### src/rtl/fpga_conf_rx_pkg.sv
// Shared constants for the ARM->FPGA configuration path: command codes, reset word,
// fpga_hf major-mode encodings and the receiver FSM state type.
package fpga_hf_pkg;

    localparam logic [3:0] CMD_SET_CONFREG = 4'b0001;
    localparam logic [7:0] CONF_RESET      = 8'hE0;

    localparam logic [2:0] MM_READ_TX       = 3'd0;
    localparam logic [2:0] MM_READ_RX_XCORR = 3'd1;
    localparam logic [2:0] MM_SIMULATE      = 3'd2;
    localparam logic [2:0] MM_ISO14443A     = 3'd3;
    localparam logic [2:0] MM_SNIFFER       = 3'd4;
    localparam logic [2:0] MM_OFF           = 3'd7;

    typedef enum logic [1:0] {
        ST_IDLE  = 2'd0,
        ST_SHIFT = 2'd1,
        ST_CHECK = 2'd2,
        ST_APPLY = 2'd3
    } conf_state_e;

    // Major mode lives in the top three bits of the configuration word.
    function automatic logic [2:0] major_of(input logic [7:0] conf);
        return conf[7:5];
    endfunction

endpackage

### src/rtl/fpga_conf_rx_if.sv
// SPI link between the ARM (master) and the FPGA configuration receiver (slave).
interface fpga_conf_rx_if;
    logic ncs;
    logic spck;
    logic mosi;
    logic miso;

    modport master (output ncs, output spck, output mosi, input miso);
    modport slave  (input ncs, input spck, input mosi, output miso);
endinterface

### src/rtl/fpga_conf_rx_sync_edge.sv
// Multi-flop synchronizer for an asynchronous input with rise/fall detection on the
// synchronized value; RST_VAL sets the idle level so reset does not fake an edge.
module sync_edge #(
    parameter int   STAGES  = 2,
    parameter logic RST_VAL = 1'b0
) (
    input  logic clk,
    input  logic rst_n,
    input  logic d,
    output logic q,
    output logic rise,
    output logic fall
);

    logic [STAGES-1:0] sync_r;
    logic              prev_r;

    // Synchronizer chain plus one history flop for edge detection.
    always_ff @(posedge clk or negedge rst_n) begin
        if (!rst_n) begin
            sync_r <= {STAGES{RST_VAL}};
            prev_r <= RST_VAL;
        end else begin
            sync_r <= {sync_r[STAGES-2:0], d};
            prev_r <= sync_r[STAGES-1];
        end
    end

    assign q    = sync_r[STAGES-1];
    assign rise = q & ~prev_r;
    assign fall = ~q & prev_r;

endmodule

### src/rtl/fpga_conf_rx.sv
// ARM->FPGA SPI configuration receiver, fully synchronous to pck0.
// Optional readback of the previous conf_word on miso: define FPGA_CONF_READBACK_EN.
module fpga_conf_rx
    import fpga_hf_pkg::*;
#(
    parameter int SYNC_STAGES = 2,
    parameter int WORD_BITS   = 16,
    parameter int CONF_BITS   = 8
) (
    input  logic                 pck0,
    input  logic                 nrst,
    fpga_conf_rx_if.slave        spi,
    output logic [CONF_BITS-1:0] conf_word,
    output logic [2:0]           major_mode,
    output logic                 conf_strobe,
    output logic                 frame_err
);

    logic ncs_q, ncs_rise, ncs_fall;
    logic spck_rise, spck_q_unused_s, spck_fall_unused_s;
    logic [SYNC_STAGES-1:0] mosi_sync_r;
    logic mosi_s;

    conf_state_e state_r, state_nx;
    logic [WORD_BITS-1:0] shift_reg_r;
    logic [4:0]           bitcnt_r;
    logic clear_s, shift_en_s, err_s, apply_s;

    sync_edge #(.STAGES(SYNC_STAGES), .RST_VAL(1'b1)) u_ncs_sync (
        .clk(pck0), .rst_n(nrst), .d(spi.ncs),
        .q(ncs_q), .rise(ncs_rise), .fall(ncs_fall)
    );

    sync_edge #(.STAGES(SYNC_STAGES), .RST_VAL(1'b0)) u_spck_sync (
        .clk(pck0), .rst_n(nrst), .d(spi.spck),
        .q(spck_q_unused_s), .rise(spck_rise), .fall(spck_fall_unused_s)
    );

    // mosi uses the same depth as spck so data and clock edge stay aligned.
    always_ff @(posedge pck0 or negedge nrst) begin
        if (!nrst) begin
            mosi_sync_r <= {SYNC_STAGES{1'b0}};
        end else begin
            mosi_sync_r <= {mosi_sync_r[SYNC_STAGES-2:0], spi.mosi};
        end
    end

    assign mosi_s = mosi_sync_r[SYNC_STAGES-1];

    // FSM state register.
    always_ff @(posedge pck0 or negedge nrst) begin
        if (!nrst) begin
            state_r <= ST_IDLE;
        end else begin
            state_r <= state_nx;
        end
    end

    // FSM next-state logic.
    always_comb begin
        state_nx = state_r;
        case (state_r)
            ST_IDLE: begin
                if (ncs_fall) state_nx = ST_SHIFT;
                else          state_nx = ST_IDLE;
            end
            ST_SHIFT: begin
                if (ncs_rise) state_nx = ST_CHECK;
                else          state_nx = ST_SHIFT;
            end
            ST_CHECK: begin
                if ((bitcnt_r == 5'(WORD_BITS)) &&
                    (shift_reg_r[WORD_BITS-1 -: 4] == CMD_SET_CONFREG)) state_nx = ST_APPLY;
                else                                                      state_nx = ST_IDLE;
            end
            ST_APPLY: state_nx = ST_IDLE;
            default:  state_nx = ST_IDLE;
        endcase
    end

    // FSM control outputs; ncs_q low also excludes a spck edge coinciding with ncs_rise.
    always_comb begin
        clear_s    = 1'b0;
        shift_en_s = 1'b0;
        err_s      = 1'b0;
        apply_s    = 1'b0;
        case (state_r)
            ST_IDLE:  clear_s    = ncs_fall;
            ST_SHIFT: shift_en_s = spck_rise & ~ncs_q;
            ST_CHECK: err_s      = (bitcnt_r != 5'(WORD_BITS));
            ST_APPLY: apply_s    = 1'b1;
            default: begin
                clear_s = 1'b0;
            end
        endcase
    end

    // Frame shift register and saturating bit counter.
    always_ff @(posedge pck0 or negedge nrst) begin
        if (!nrst) begin
            shift_reg_r <= {WORD_BITS{1'b0}};
            bitcnt_r    <= 5'd0;
        end else if (clear_s) begin
            shift_reg_r <= {WORD_BITS{1'b0}};
            bitcnt_r    <= 5'd0;
        end else if (shift_en_s) begin
            shift_reg_r <= {shift_reg_r[WORD_BITS-2:0], mosi_s};
            bitcnt_r    <= (bitcnt_r == 5'd31) ? bitcnt_r : bitcnt_r + 5'd1;
        end
    end

    // Registered outputs; the configuration update is a single write, so fpga_hf never sees a partial word.
    always_ff @(posedge pck0 or negedge nrst) begin
        if (!nrst) begin
            conf_word   <= CONF_RESET[CONF_BITS-1:0];
            major_mode  <= major_of(CONF_RESET);
            conf_strobe <= 1'b0;
            frame_err   <= 1'b0;
        end else begin
            conf_strobe <= apply_s;
            frame_err   <= err_s;
            if (apply_s) begin
                conf_word  <= shift_reg_r[CONF_BITS-1:0];
                major_mode <= major_of(shift_reg_r[7:0]);
            end
        end
    end

`ifdef FPGA_CONF_READBACK_EN
    logic [WORD_BITS-1:0] shadow_r;
    logic                 shift_d_r;

    // Readback shadow: previous conf_word emerges on miso in frame bits 8..15.
    always_ff @(posedge pck0 or negedge nrst) begin
        if (!nrst) begin
            shadow_r  <= {WORD_BITS{1'b0}};
            shift_d_r <= 1'b0;
        end else begin
            shift_d_r <= shift_en_s;
            if (ncs_fall) begin
                shadow_r <= WORD_BITS'(conf_word);
            end else if (shift_d_r) begin
                shadow_r <= {shadow_r[WORD_BITS-2:0], 1'b0};
            end
        end
    end

    assign spi.miso = shadow_r[WORD_BITS-1];
`else
    assign spi.miso = 1'b0;
`endif

endmodule

### src/flat_wrapper.sv
// flat-port wrapper written by rule: the top's interface ports become plain ports
module fpga_conf_rx_flat import fpga_hf_pkg::*;
#(
    parameter int SYNC_STAGES = 2,
    parameter int WORD_BITS   = 16,
    parameter int CONF_BITS   = 8
)
  (pck0, nrst, conf_word, major_mode, conf_strobe, frame_err, spi_ncs, spi_spck, spi_mosi, spi_miso);
  fpga_conf_rx_if spi_i ();
  input  logic pck0;
  input  logic nrst;
  output logic [CONF_BITS-1:0] conf_word;
  output logic [2:0] major_mode;
  output logic conf_strobe;
  output logic frame_err;
  input wire logic [$bits(spi_i.ncs)-1:0] spi_ncs;
  input wire logic [$bits(spi_i.spck)-1:0] spi_spck;
  input wire logic [$bits(spi_i.mosi)-1:0] spi_mosi;
  output wire logic [$bits(spi_i.miso)-1:0] spi_miso;
  assign spi_i.ncs = spi_ncs;
  assign spi_i.spck = spi_spck;
  assign spi_i.mosi = spi_mosi;
  assign spi_miso = spi_i.miso;
  fpga_conf_rx #(.SYNC_STAGES(SYNC_STAGES), .WORD_BITS(WORD_BITS), .CONF_BITS(CONF_BITS)) u_core (.pck0(pck0), .nrst(nrst), .spi(spi_i), .conf_word(conf_word), .major_mode(major_mode), .conf_strobe(conf_strobe), .frame_err(frame_err));
endmodule
### config.mk
export PLATFORM = sky130hd
export DESIGN_NAME = fpga_conf_rx_flat
export DESIGN_NICKNAME = d
export VERILOG_FILES = /design/src/rtl/fpga_conf_rx_pkg.sv /design/src/rtl/fpga_conf_rx_if.sv /design/src/rtl/fpga_conf_rx_sync_edge.sv /design/src/rtl/fpga_conf_rx.sv /design/src/flat_wrapper.sv
export SDC_FILE = /design/constraint.sdc
export NUM_CORES = 1
export LEC_CHECK = 0
export ABC_AREA = 1
export ABC_CLOCK_PERIOD_IN_PS = 2850
export BUFFER_PORTS_ARGS = -buffer_cell sky130_fd_sc_hd__clkbuf_2
export CORE_ASPECT_RATIO = 0.5
export CORE_MARGIN = 1
export CORE_UTILIZATION = 61
export CTS_BUF_LIST = sky130_fd_sc_hd__clkbuf_16
export DETAILED_ROUTE_END_ITERATION = 7
export PLACE_DENSITY = 0.82
export SKIP_CTS_REPAIR_TIMING = 1
export SYNTH_ARGS = -nofsm -noshare
export SYNTH_HDL_FRONTEND = slang
export SYNTH_SLANG_ARGS = --single-unit
### constraint.sdc
create_clock -name pck0 -period 2.85 [get_ports pck0]
set_input_delay 0.285 -clock pck0 [delete_from_list [all_inputs] [get_ports pck0]]
set_output_delay 0.285 -clock pck0 [all_outputs]
set_load 0.02 [all_outputs]
==> impl_metrics.env <==
export IMPL_status="complete, no violations"
export IMPL_arrival_ns=1.96
export IMPL_reg2reg_from="u_core.bitcnt_r[0]"
export IMPL_p_per_area_nw_per_um2=714.6
export IMPL_start_kind="flip-flop"
export IMPL_post_route_drc_count=0
export IMPL_dr_max_layer_used="met4"
export IMPL_post_drt_via_cell_ratio=5.388
export IMPL_drive_gt1_frac=0.2000
export IMPL_cts_buffer_depth=2
export IMPL_comb_power_share=0.081
export IMPL_min_from="spi_ncs"
export IMPL_synth_cell_types=22
export IMPL_tightest_slew_ns=0.9665
export IMPL_antenna_found_initial=0
export IMPL_postPlaceCellArea_um2=1783
export IMPL_detail_route_antenna_nets=0
export IMPL_wl_per_cell_um=13.69
export IMPL_ys_warn_count=0
export IMPL_dr_total_vias=1250
export IMPL_ys_seq_area_frac=0.5917
export IMPL_vdd_ir_drop_max_mv=0.4877
export IMPL_synth_cells=181
export IMPL_hold_viol_final=0
export IMPL_core_area_um2=2651
export IMPL_htree_levels=2
export IMPL_clk_latency_ns=0.28
export IMPL_syn_area_um2=1747
export IMPL_grt_use_total=0.2232
export IMPL_io_pins=19
export IMPL_grt_pass1_vias=1045
export IMPL_crit_start="u_core.bitcnt_r[0]"
export IMPL_crit_slowest_cell="dfrtp_1"
export IMPL_place_detailed_hpwl_mm=1.930
export IMPL_fin_skew_ns=0.007468
export IMPL_maxSlewHeadroom=0.3557
export IMPL_setup_viol=0
export IMPL_tns_ns=0
export IMPL_cts_sinks=41
export IMPL_drv_slew=0
export IMPL_ys_ff_latch=41
export IMPL_maxCapViolations=0
export IMPL_fmax_mhz=556.1
export IMPL_cp_cell_sequence="ha_1 -> nand2_1 -> nor2_1 -> ha_1 -> inv_1 -> nand4_1 -> nand3_1 -> nand2_1"
export IMPL_crit_fanout=6
export IMPL_wl_met3_um=120
export IMPL_firstDrtPassIters=4
export IMPL_dp_slack_ns=1.101
export IMPL_power_switching_mw=0.3399
export IMPL_area_growth_pct=11.89
export IMPL_syn_avg_cell_area_um2=9.650
export IMPL_wl_met1_mm=1.461
export IMPL_die_y_um=39.84
export IMPL_required_ns=3.01
export IMPL_seqPwrFrac=0.459
export IMPL_slowest_delay_ns=0.43
export IMPL_grt_first_pass_wirelength_mm=4.830
export IMPL_stdcell_area_um2=1954
export IMPL_final_min_clock_period_ns=1.798
export IMPL_start_util=0.6588
export IMPL_grt_max_degree=42
export IMPL_antennaDiodeCount=0
export IMPL_critPathKind="flip-flop to flip-flop"
export IMPL_overflow=0
export IMPL_io_buffers=17
export IMPL_fin_hold_ws_ns=0.08073
export IMPL_clockRootBuffer="clkbuf_16"
export IMPL_swShare=0.2434
export IMPL_endpoint_kind="flip-flop"
export IMPL_pwr_share_clk=0.460
export IMPL_nets=202
export IMPL_routed_wl_met2_mm=1.577
export IMPL_worst_slack_ns=1.052
export IMPL_p_total_mw=1.397
export IMPL_cts_buffers=5
export IMPL_gp_congestion=0.8210
export IMPL_min_period_over_period=0.6310
export IMPL_dieWidth_um=77.68
export IMPL_final_fill_count=167
export IMPL_rsz0062_at_grt="false"
export IMPL_clk_pin_slew_ns=0.06
export IMPL_syn_num_nets=189
export IMPL_row_count=13
export IMPL_p_leak_nw=1.044
export IMPL_hold_class="primary input to flip-flop"
export IMPL_wl_mm=3.176
export IMPL_dieArea_um2=3095
export IMPL_drt_iter0_drc=120
export IMPL_p_int_mw=1.057
export IMPL_cts_tree="done"
==> per-stage QoR <==
stage | util | std cells
after floorplan | - | 181
after global placement | 0.6725 | 224
after detailed placement | 0.6725 | 224
after CTS | 0.7371 | 232
after global routing | 0.7371 | 232
final | 0.7371 | 232
==> logic make-up after synthesis <==
family	share of synthesized area
DFF	0.5917
AOI/OAI and AO/OA	0.004300
xor gates and xnor gates	0.005015
adders and majority gates	0.02149
other	0.002147
buffers and inverters	0.07377
and+or+nand+nor	0.3016
==> placed cells by master (no fill, tap or decap) <==
cell	count
clkinv_1	1
nor2_4	1
dfstp_2	6
nand2_2	1
nand4_1	2
nand3_4	1
nand3_1	44
nor3_1	3
clkbuf_2	17
bufinv_16	1
nand3_2	1
inv_2	2
clkinvlp_4	1
o21a_1	1
xor2_1	1
nor2_1	4
nor2_2	2
clkbuf_16	5
inv_1	6
ha_1	3
clkinv_4	1
conb_1	1
dfrtp_1	35
nand2_1	55
==> cells in the mapped netlist <==
library cell | number | area share
buf_6 | 4 | 0.026
nor2_4 | 1 | 0.0064
o21a_1 | 1 | 0.0043
nand3_4 | 1 | 0.010
dfrtp_1 | 35 | 0.50
nand2_1 | 55 | 0.12
nor2_1 | 4 | 0.0086
buf_4 | 6 | 0.026
nand2_2 | 1 | 0.0036
nor3_1 | 3 | 0.0086
nor2_2 | 2 | 0.0072
nand3_1 | 44 | 0.13
inv_1 | 6 | 0.013
xor2_1 | 1 | 0.0050
clkinv_1 | 1 | 0.0021
nand4_1 | 2 | 0.0072
buf_2 | 1 | 0.0029
ha_1 | 3 | 0.021
nand3_2 | 1 | 0.0057
conb_1 | 1 | 0.0021
dfstp_2 | 6 | 0.090
inv_2 | 2 | 0.0043
==> layout make-up <==
class                           instances  area, µm²  area share
Sequential cell                        41       1033      0.5288
Inverter                                9      33.78     0.01729
Tap cell                               37      46.29     0.02369
Clock buffer                            5      125.1     0.06402
Multi-Input combinational cell        120      584.3      0.2990
Timing Repair Buffer                   17      85.08     0.04353
Clock inverter                          3      46.29     0.02369
==> worst max-delay path: cells and delay by family, from the launching register on <==
kind                     cells  cell delay (ns)
AND/OR/NAND/NOR              5             0.67
adder cells (fa/ha/maj)      2             0.43
flip-flops                   1             0.43
buffers and inverters        1             0.16
==> routing by layer <==
metal,global-route usage,vias up
met5,0,-
met3,0.05581,4
met4,0.08491,0
li1,-,611
met2,0.4093,28
met1,0.2652,607
==> sequential cells by signal, indices dropped and copies added (netlist names) <==
register and count:
u_core.bitcnt_r 5, u_core.conf_strobe 1, u_core.conf_word 5, u_core.frame_err 1, u_core.major_mode 3, u_core.mosi_sync_r 2
u_core.shift_reg_r 16, u_core.state_r 2, u_core.u_ncs_sync.prev_r 1, u_core.u_ncs_sync.sync_r 2, u_core.u_spck_sync.prev_r 1, u_core.u_spck_sync.sync_r 2
==> power groups by stage <==
stage	Sequential, mW	Combinational (mW)	Clock (mW)
floorplan	0.652	0.0840	0
global placement	0.647	0.109	0
detailed placement	0.651	0.113	0
CTS	0.641	0.115	0.652
global route	0.643	0.127	0.672
finish	0.641	0.113	0.643
==> path summary, 6_finish.rpt <==
kind / to / slack [ns] / cells past startpoint
min in group asynchronous: u_core.conf_strobe / 0.14 / 1
hold / removal: u_core.u_ncs_sync.sync_r[0] / 0.08 / 1
setup reg to reg: u_core.bitcnt_r[4] / 1.05 / 8
hold reg to reg: u_core.mosi_sync_r[1] / 0.35 / 0
max in group asynchronous: u_core.mosi_sync_r[1] / 2.10 / 1
setup / recovery: u_core.bitcnt_r[4] / 1.05 / 8
(Power assumes the default switching activity.)
